**src/rtl/linear_requant_argmax.sv**
```systemverilog
// linear_requant_argmax
//   Requantizes one frame of NUM_OUT signed 32-bit neuron accumulators to int8
//   (multiply by an unsigned 16-bit scale, rounding arithmetic right shift,
//   saturation), streams the int8 results with their neuron index, and reports
//   the arg-max class index/value when the frame completes.
//
//   Pipeline: accepted acc_valid in cycle t -> product register in t+1 ->
//   q_valid/q_data in t+2. Arg-max is updated in the same edge as q_data.
//
//   Optional build macro: LINEAR_REQUANT_RELU_EN
//     defined   -> negative saturated results are clamped to 0 (ReLU) before
//                  being output and compared for arg-max.
//     undefined -> full signed int8 range -128..127 is output.

module linear_requant_argmax #(
  parameter int NUM_OUT = 10,
  parameter int IDX_W   = $clog2(NUM_OUT)
) (
  input  logic                    clk,
  input  logic                    rst_b,
  input  logic                    start,
  input  logic [15:0]             mult,
  input  logic [4:0]              shift,
  input  logic                    acc_valid,
  input  logic signed [31:0]      acc_in,
  output logic                    busy,
  output logic                    q_valid,
  output logic signed [7:0]       q_data,
  output logic [IDX_W-1:0]        q_idx,
  output logic                    done,
  output logic [IDX_W-1:0]        class_idx,
  output logic signed [7:0]       class_val
);

  // Counter must be able to hold NUM_OUT itself, which can exceed IDX_W bits.
  localparam int CNT_W = $clog2(NUM_OUT + 1);

  typedef enum logic [1:0] {IDLE, RUN, DRAIN, DONE} state_t;

  state_t                  state_reg;
  logic [CNT_W-1:0]        in_cnt_reg;
  logic [15:0]             mult_reg;
  logic [4:0]              shift_reg;

  logic                    s1_valid_reg;
  logic                    s1_last_reg;
  logic [IDX_W-1:0]        s1_idx_reg;
  logic signed [48:0]      prod_reg;

  logic                    q_last_reg;
  logic                    first_reg;

  logic                    start_ok;
  logic                    acc_ok;
  logic                    last_in;

  logic signed [48:0]      acc_ext;
  logic signed [48:0]      mult_ext;
  logic signed [48:0]      prod_next;
  logic signed [49:0]      prod_wide;
  logic signed [49:0]      bias;
  logic signed [49:0]      rounded;
  logic signed [7:0]       sat_val;
  logic signed [7:0]       q_next;

  assign start_ok = (state_reg == IDLE) && start;
  assign acc_ok   = (state_reg == RUN) && acc_valid;
  assign last_in  = acc_ok && (in_cnt_reg == CNT_W'(NUM_OUT - 1));

  // Stage 1 arithmetic: exact 32x17 signed product (mult is zero-extended so
  // it is always treated as positive).
  assign acc_ext   = {{17{acc_in[31]}}, acc_in};
  assign mult_ext  = {33'd0, mult_reg};
  assign prod_next = acc_ext * mult_ext;

  // Stage 2 arithmetic: round-half-up (toward +inf) then arithmetic shift.
  // One extra bit of headroom keeps the bias addition from overflowing.
  assign prod_wide = {prod_reg[48], prod_reg};
  assign bias      = (shift_reg == 5'd0) ? 50'sd0 : (50'sd1 <<< (shift_reg - 5'd1));
  assign rounded   = (prod_wide + bias) >>> shift_reg;

  // Saturate the rounded value to int8, optionally clamping negatives to zero.
  always_comb begin
    if (rounded > 50'sd127) begin
      sat_val = 8'sd127;
    end else if (rounded < -50'sd128) begin
      sat_val = -8'sd128;
    end else begin
      sat_val = rounded[7:0];
    end
`ifdef LINEAR_REQUANT_RELU_EN
    q_next = sat_val[7] ? 8'sd0 : sat_val;
`else
    q_next = sat_val;
`endif
  end

  // Frame control FSM: accepts start, counts inputs, latches scale, and
  // generates registered busy/done.
  always_ff @(posedge clk or negedge rst_b) begin
    if (!rst_b) begin
      state_reg  <= IDLE;
      in_cnt_reg <= '0;
      mult_reg   <= '0;
      shift_reg  <= '0;
      busy       <= 1'b0;
      done       <= 1'b0;
    end else begin
      case (state_reg)
        IDLE: begin
          if (start) begin
            state_reg  <= RUN;
            in_cnt_reg <= '0;
            mult_reg   <= mult;
            shift_reg  <= shift;
            busy       <= 1'b1;
          end
        end
        RUN: begin
          if (acc_valid) begin
            in_cnt_reg <= in_cnt_reg + CNT_W'(1);
            if (last_in) begin
              state_reg <= DRAIN;
            end
          end
        end
        DRAIN: begin
          // Last q_valid of the frame is on the output this cycle.
          if (q_valid && q_last_reg) begin
            state_reg <= DONE;
            done      <= 1'b1;
            busy      <= 1'b0;
          end
        end
        DONE: begin
          state_reg <= IDLE;
          done      <= 1'b0;
        end
        default: begin
          state_reg <= IDLE;
        end
      endcase
    end
  end

  // Stage 1 register: capture the product, index and last-of-frame marker.
  always_ff @(posedge clk or negedge rst_b) begin
    if (!rst_b) begin
      s1_valid_reg <= 1'b0;
      s1_last_reg  <= 1'b0;
      s1_idx_reg   <= '0;
      prod_reg     <= '0;
    end else begin
      s1_valid_reg <= acc_ok;
      if (acc_ok) begin
        prod_reg    <= prod_next;
        s1_idx_reg  <= in_cnt_reg[IDX_W-1:0];
        s1_last_reg <= last_in;
      end
    end
  end

  // Stage 2 register: issue the requantized value and track the arg-max.
  always_ff @(posedge clk or negedge rst_b) begin
    if (!rst_b) begin
      q_valid    <= 1'b0;
      q_data     <= '0;
      q_idx      <= '0;
      q_last_reg <= 1'b0;
      first_reg  <= 1'b0;
      class_idx  <= '0;
      class_val  <= '0;
    end else begin
      q_valid    <= s1_valid_reg;
      q_last_reg <= s1_valid_reg && s1_last_reg;
      if (s1_valid_reg) begin
        q_data <= q_next;
        q_idx  <= s1_idx_reg;
      end
      if (start_ok) begin
        first_reg <= 1'b1;
      end else if (s1_valid_reg) begin
        first_reg <= 1'b0;
        // Strictly greater keeps the lowest index on ties.
        if (first_reg || (q_next > class_val)) begin
          class_idx <= s1_idx_reg;
          class_val <= q_next;
        end
      end
    end
  end

endmodule

```
**config.mk**
```make
export PLATFORM = sky130hd
export DESIGN_NAME = linear_requant_argmax
export DESIGN_NICKNAME = d
export VERILOG_FILES = /design/src/rtl/linear_requant_argmax.sv
export SDC_FILE = /design/constraint.sdc
export NUM_CORES = 2
export LEC_CHECK = 0
export BUFFER_PORTS_ARGS = -buffer_cell sky130_fd_sc_hd__buf_2
export CORE_ASPECT_RATIO = 0.7
export CORE_MARGIN = 3
export CORE_UTILIZATION = 39
export CTS_CLUSTER_DIAMETER = 100
export DETAILED_ROUTE_END_ITERATION = 8
export PLACE_DENSITY = 0.66
export SYNTH_ARGS = -nofsm -noshare
export SYNTH_HDL_FRONTEND = slang
export SYNTH_SLANG_ARGS = --single-unit
```
**constraint.sdc**
```tcl
create_clock -name clk -period 10.42 [get_ports clk]
set_clock_uncertainty 0.2 [all_clocks]
set_input_delay 3.126 -clock clk [delete_from_list [all_inputs] [get_ports clk]]
set_output_delay 3.126 -clock clk [all_outputs]
set_load 0.005 [all_outputs]
```
==> impl.org <==
** Floorplanning
- The die covers 80,700 um2.
- The initialized floorplan defines 84 standard-cell rows.
- Area of the placeable core :: 75,800 um2
- Top-level port count :: 84
- The floorplan step set the die height to 239 um.
- Starting utilization of the core area :: roughly two fifths
- X dimension of the die :: 338 um

** GRT
- Grt ovf :: 0
- Number of global-route vias before repair :: 26,500
- Wire length of the first global-routing pass :: 152,000 um
- Number of antenna violations at the first check in global routing :: 1
- Global-route usage over all layers :: 23.6%
- Entering global routing, the biggest net connects 96 pins.

** Finish
- At the end of the flow the core is filled with cells to 42.6%.
- At the end of the flow, the number of nets in the layout was 4,328.
- Number of flip-flops under the largest register name :: 49
- Synth-to-Final Area Change :: 7.13%
- Once layout is done, the placed cells without fillers occupy 32,300 um2.
- Count of antenna diodes in the layout :: 0
- The post-route netlist has around a tenth of its cells at a drive strength greater than 1.

** Drt
- Via-to-Cell Ratio :: 5.70
- DRT met1 WL :: 43,800 um
- Dividing the detail-routed wire length by the instance count gives 20.2 um.
- After detailed routing, the met3 layer carries 9760 um of wire.
- Top Metal Used :: met4
- The routed design has 94,200 um of wire.
- After detailed routing, the number of remaining DRC violations is 0.
- Via total after detailed routing :: 26,500
- The first detailed-routing pass ran for 6 iterations.
- First-iteration detailed-routing DRC count :: 2,666
- Wire length on met2 :: approximately 40,000 um
- The detail route stage leaves a number of antenna-violating nets equal to 0.

** Worst setup path
- Endpoint kind of the worst setup timing path :: flop
- The worst setup path is of the input pin to flop kind.
- Along the worst path, the maximum fanout reaches 10.
- Type of element launching the critical path :: input pin
- Critical Path AT :: 10.05 ns
- STA puts the critical path data required time at 10.48 ns.

** Place
- Dpl hpwl :: between 70,000 and 80,000 um
- Routability Congestion :: roughly 1
- Placed Instance Area :: 31,900 um2
- Post-place setup slack :: 0.0806 ns
- During placement, the flow inserted port buffers numbering a little over 80.

** STA
- Setup violations remaining at the end of the flow were counted as 0.
- For this run, the top clock speed supported by timing is ~100 MHz.
- The hold violation count in the final report was 0.
- For the pin with the worst max-slew slack, the measured transition is around 1.1 ns.
- The number of slew-limit violations in the final report was 0.
- Final clock period utilization by the worst path :: approximately 96%
- The worst path in the final design needs a cycle of between 9 and 10 ns, including I/O delays and setup.
- In the final timing run, aggregate negative setup slack is 0 ns.
- Setup repair after global routing left no endpoint under its margin.
- Worst setup slack after layout :: roughly 0.42 ns
- The worst pin sits at a relative slew slack of around 25%.

** Synthesis
- Yosys mapped a number of flops with a built-in enable equal to 0.
- In this run the cell area of the synthesized design comes to 30,100 um2.
- Post-Synthesis Mean Instance Area :: 8.34 um2
- Of all flip-flops after synthesis, the portion carrying an async set or reset was 100%.
- The share of the Yosys chip area taken by registers is 9.22%.
- Net count after synthesis :: 4,322
- Synthesized flop and latch total :: ~110
- For this run, the leading register cell type out of synthesis is sky130_fd_sc_hd__dfrtp_1.
- The synthesized netlist contains 99 unique library cells.
- Warning count from the yosys run :: 0
- Cells after Synth :: 3,612

** CTS
- Cell at the root of the clock tree :: sky130_fd_sc_hd__clkbuf_16
- Post-CTS repair changed the size of 0 cells.
- In this run the number of H-tree levels came out at 3.
- Clock latency on the worst-skew pair, taken at its later pin, is roughly 0.41 ns.
- Clk sinks :: 111
- The number of setup buffers added after CTS is 0.
- Total CTS buffers :: 9
- CTS tree :: done
- Hold buffers post-CTS :: 0
- Clock Tree Buf Depth :: 2
- Clock-pin slew was measured on the worst setup and hold paths at 0.10 ns.

** Run
- Count of max-cap constraint violations :: 0

** Hold path
- Class of the most critical hold timing path :: flop to flop

** Run status
- The run finished with clean final reports.
[area by class of cell]
class | count | area [um2]
Clock buffer | 9 | 225
Clock inverter | 7 | 101
Fill cell | 7626 | 43500
Inverter | 572 | 2150
Multi-Input combinational cell | 2724 | 24400
Sequential cell | 111 | 2780
Tap cell | 1032 | 1290
Timing Repair Buffer | 200 | 1320
[layer usage]
layer  up-vias  track usage (%)
met5         -                0
li1      11900                -
met1     13200             35.5
met4         0             4.11
met2      1247             34.8
met3       130             5.70
[critical path: stages]
cell and delay [ns]:
sky130_fd_sc_hd__buf_2 0.22, sky130_fd_sc_hd__buf_4 0.21, sky130_fd_sc_hd__nand2_1 0.08, sky130_fd_sc_hd__fa_1 0.56, sky130_fd_sc_hd__inv_1 0.05, sky130_fd_sc_hd__fa_1 0.46
sky130_fd_sc_hd__fa_1 0.50, sky130_fd_sc_hd__fa_1 0.56, sky130_fd_sc_hd__inv_1 0.05, sky130_fd_sc_hd__fa_1 0.47, sky130_fd_sc_hd__inv_1 0.05, sky130_fd_sc_hd__fa_1 0.43
sky130_fd_sc_hd__ha_1 0.36, sky130_fd_sc_hd__a21oi_1 0.21, sky130_fd_sc_hd__nor3b_1 0.20, sky130_fd_sc_hd__a21oi_1 0.15, sky130_fd_sc_hd__a21oi_1 0.40, sky130_fd_sc_hd__a2111o_1 0.21
sky130_fd_sc_hd__a31oi_1 0.16, sky130_fd_sc_hd__a2111oi_0 0.42, sky130_fd_sc_hd__buf_4 0.19, sky130_fd_sc_hd__nor3_1 0.06, sky130_fd_sc_hd__o31ai_1 0.29, sky130_fd_sc_hd__buf_4 0.17
sky130_fd_sc_hd__o21ai_0 0.08, sky130_fd_sc_hd__a21oi_1 0.18, sky130_fd_sc_hd__xnor2_1 0.13, sky130_fd_sc_hd__o21ai_0 0.09
[cell usage in the layout, fill, tap and decap left out, drive strengths merged, types with 11 or more instances in the layout]
master	n
a21o	44
buf	200
mux2	54
nor3	62
o2111ai	12
xor2	30
inv	574
a31oi	26
dfrtp	111
o21a	18
o211ai	32
xnor2	46
o31ai	22
a21oi	141
o22ai	12
o311ai	11
a211oi	33
a221oi	16
nand4	42
nand3	71
and3	26
nor4	24
a22oi	11
nand2	519
o21ai	143
and4	11
mux4	18
mux2i	39
nor2	156
or3	13
o221ai	13
and2	228
ha	163
fa	490
nand2b	15
or2	14
[cells in the mapped netlist, drive strengths merged (30+ instances only)]
cell type	instances	area share [%]
buf	40	0.62
fa	490	33
clkbuf	165	2.1
a211oi	33	0.84
mux2i	39	1.3
and2	228	4.7
nor2	156	1.9
ha	163	6.8
o211ai	32	0.81
nand4	42	0.87
nor3	62	1.0
xor2	30	0.90
mux2	54	2.0
a21oi	141	2.4
nand2	519	6.5
a21o	44	1.1
o21ai	143	2.4
nand3	71	1.2
xnor2	46	1.3
inv	569	7.1
dfrtp	111	9.2
[metrics by stage]
stage / cells / hold slack (ns)
after floorplan: 3612 / 0.152
after global placement: 4639 / 0.256
after detailed placement: 4639 / 0.267
after CTS: 4655 / 0.292
after global routing: 4655 / 0.321
final: 4655 / 0.288
[worst paths after layout]
check                                         start                       end  slack, ns  cells past startpoint
min                         s1_last_reg$_DFFE_PN0P_   s1_last_reg$_DFFE_PN0P_       0.29                      2
max in group asynchronous                     rst_b  prod_reg[48]$_DFFE_PN0P_       6.18                      2
min in group asynchronous                     rst_b   mult_reg[6]$_DFFE_PN0P_       2.55                      1
min reg2reg                 s1_last_reg$_DFFE_PN0P_   s1_last_reg$_DFFE_PN0P_       0.29                      2
max reg2reg                shift_reg[2]$_DFFE_PN0P_  class_idx[1]$_DFFE_PN0P_       0.56                     32
max                                       acc_in[8]  prod_reg[48]$_DFFE_PN0P_       0.42                     28
[kinds of logic (layout without fill, tap and decap cells)]
| family | count (synthesis) | count (layout) | synth area share (%) |
|---|---|---|---|
| adders and majority gates | 653 | 653 | 39.3 |
| xor gates and xnor gates | 76 | 76 | 2.23 |
| AOI/OAI and AO/OA | 658 | 658 | 15.0 |
| muxes | 111 | 111 | 4.67 |
| and+or+nand+nor | 1225 | 1225 | 19.7 |
| other | 1 | 1 | 0.0125 |
| DFF | 111 | 111 | 9.22 |
| buffers and inverters | 777 | 788 | 9.81 |
Power is not shown: default switching activity piles up to over one toggle a cycle in this logic, so the estimate is an artifact.
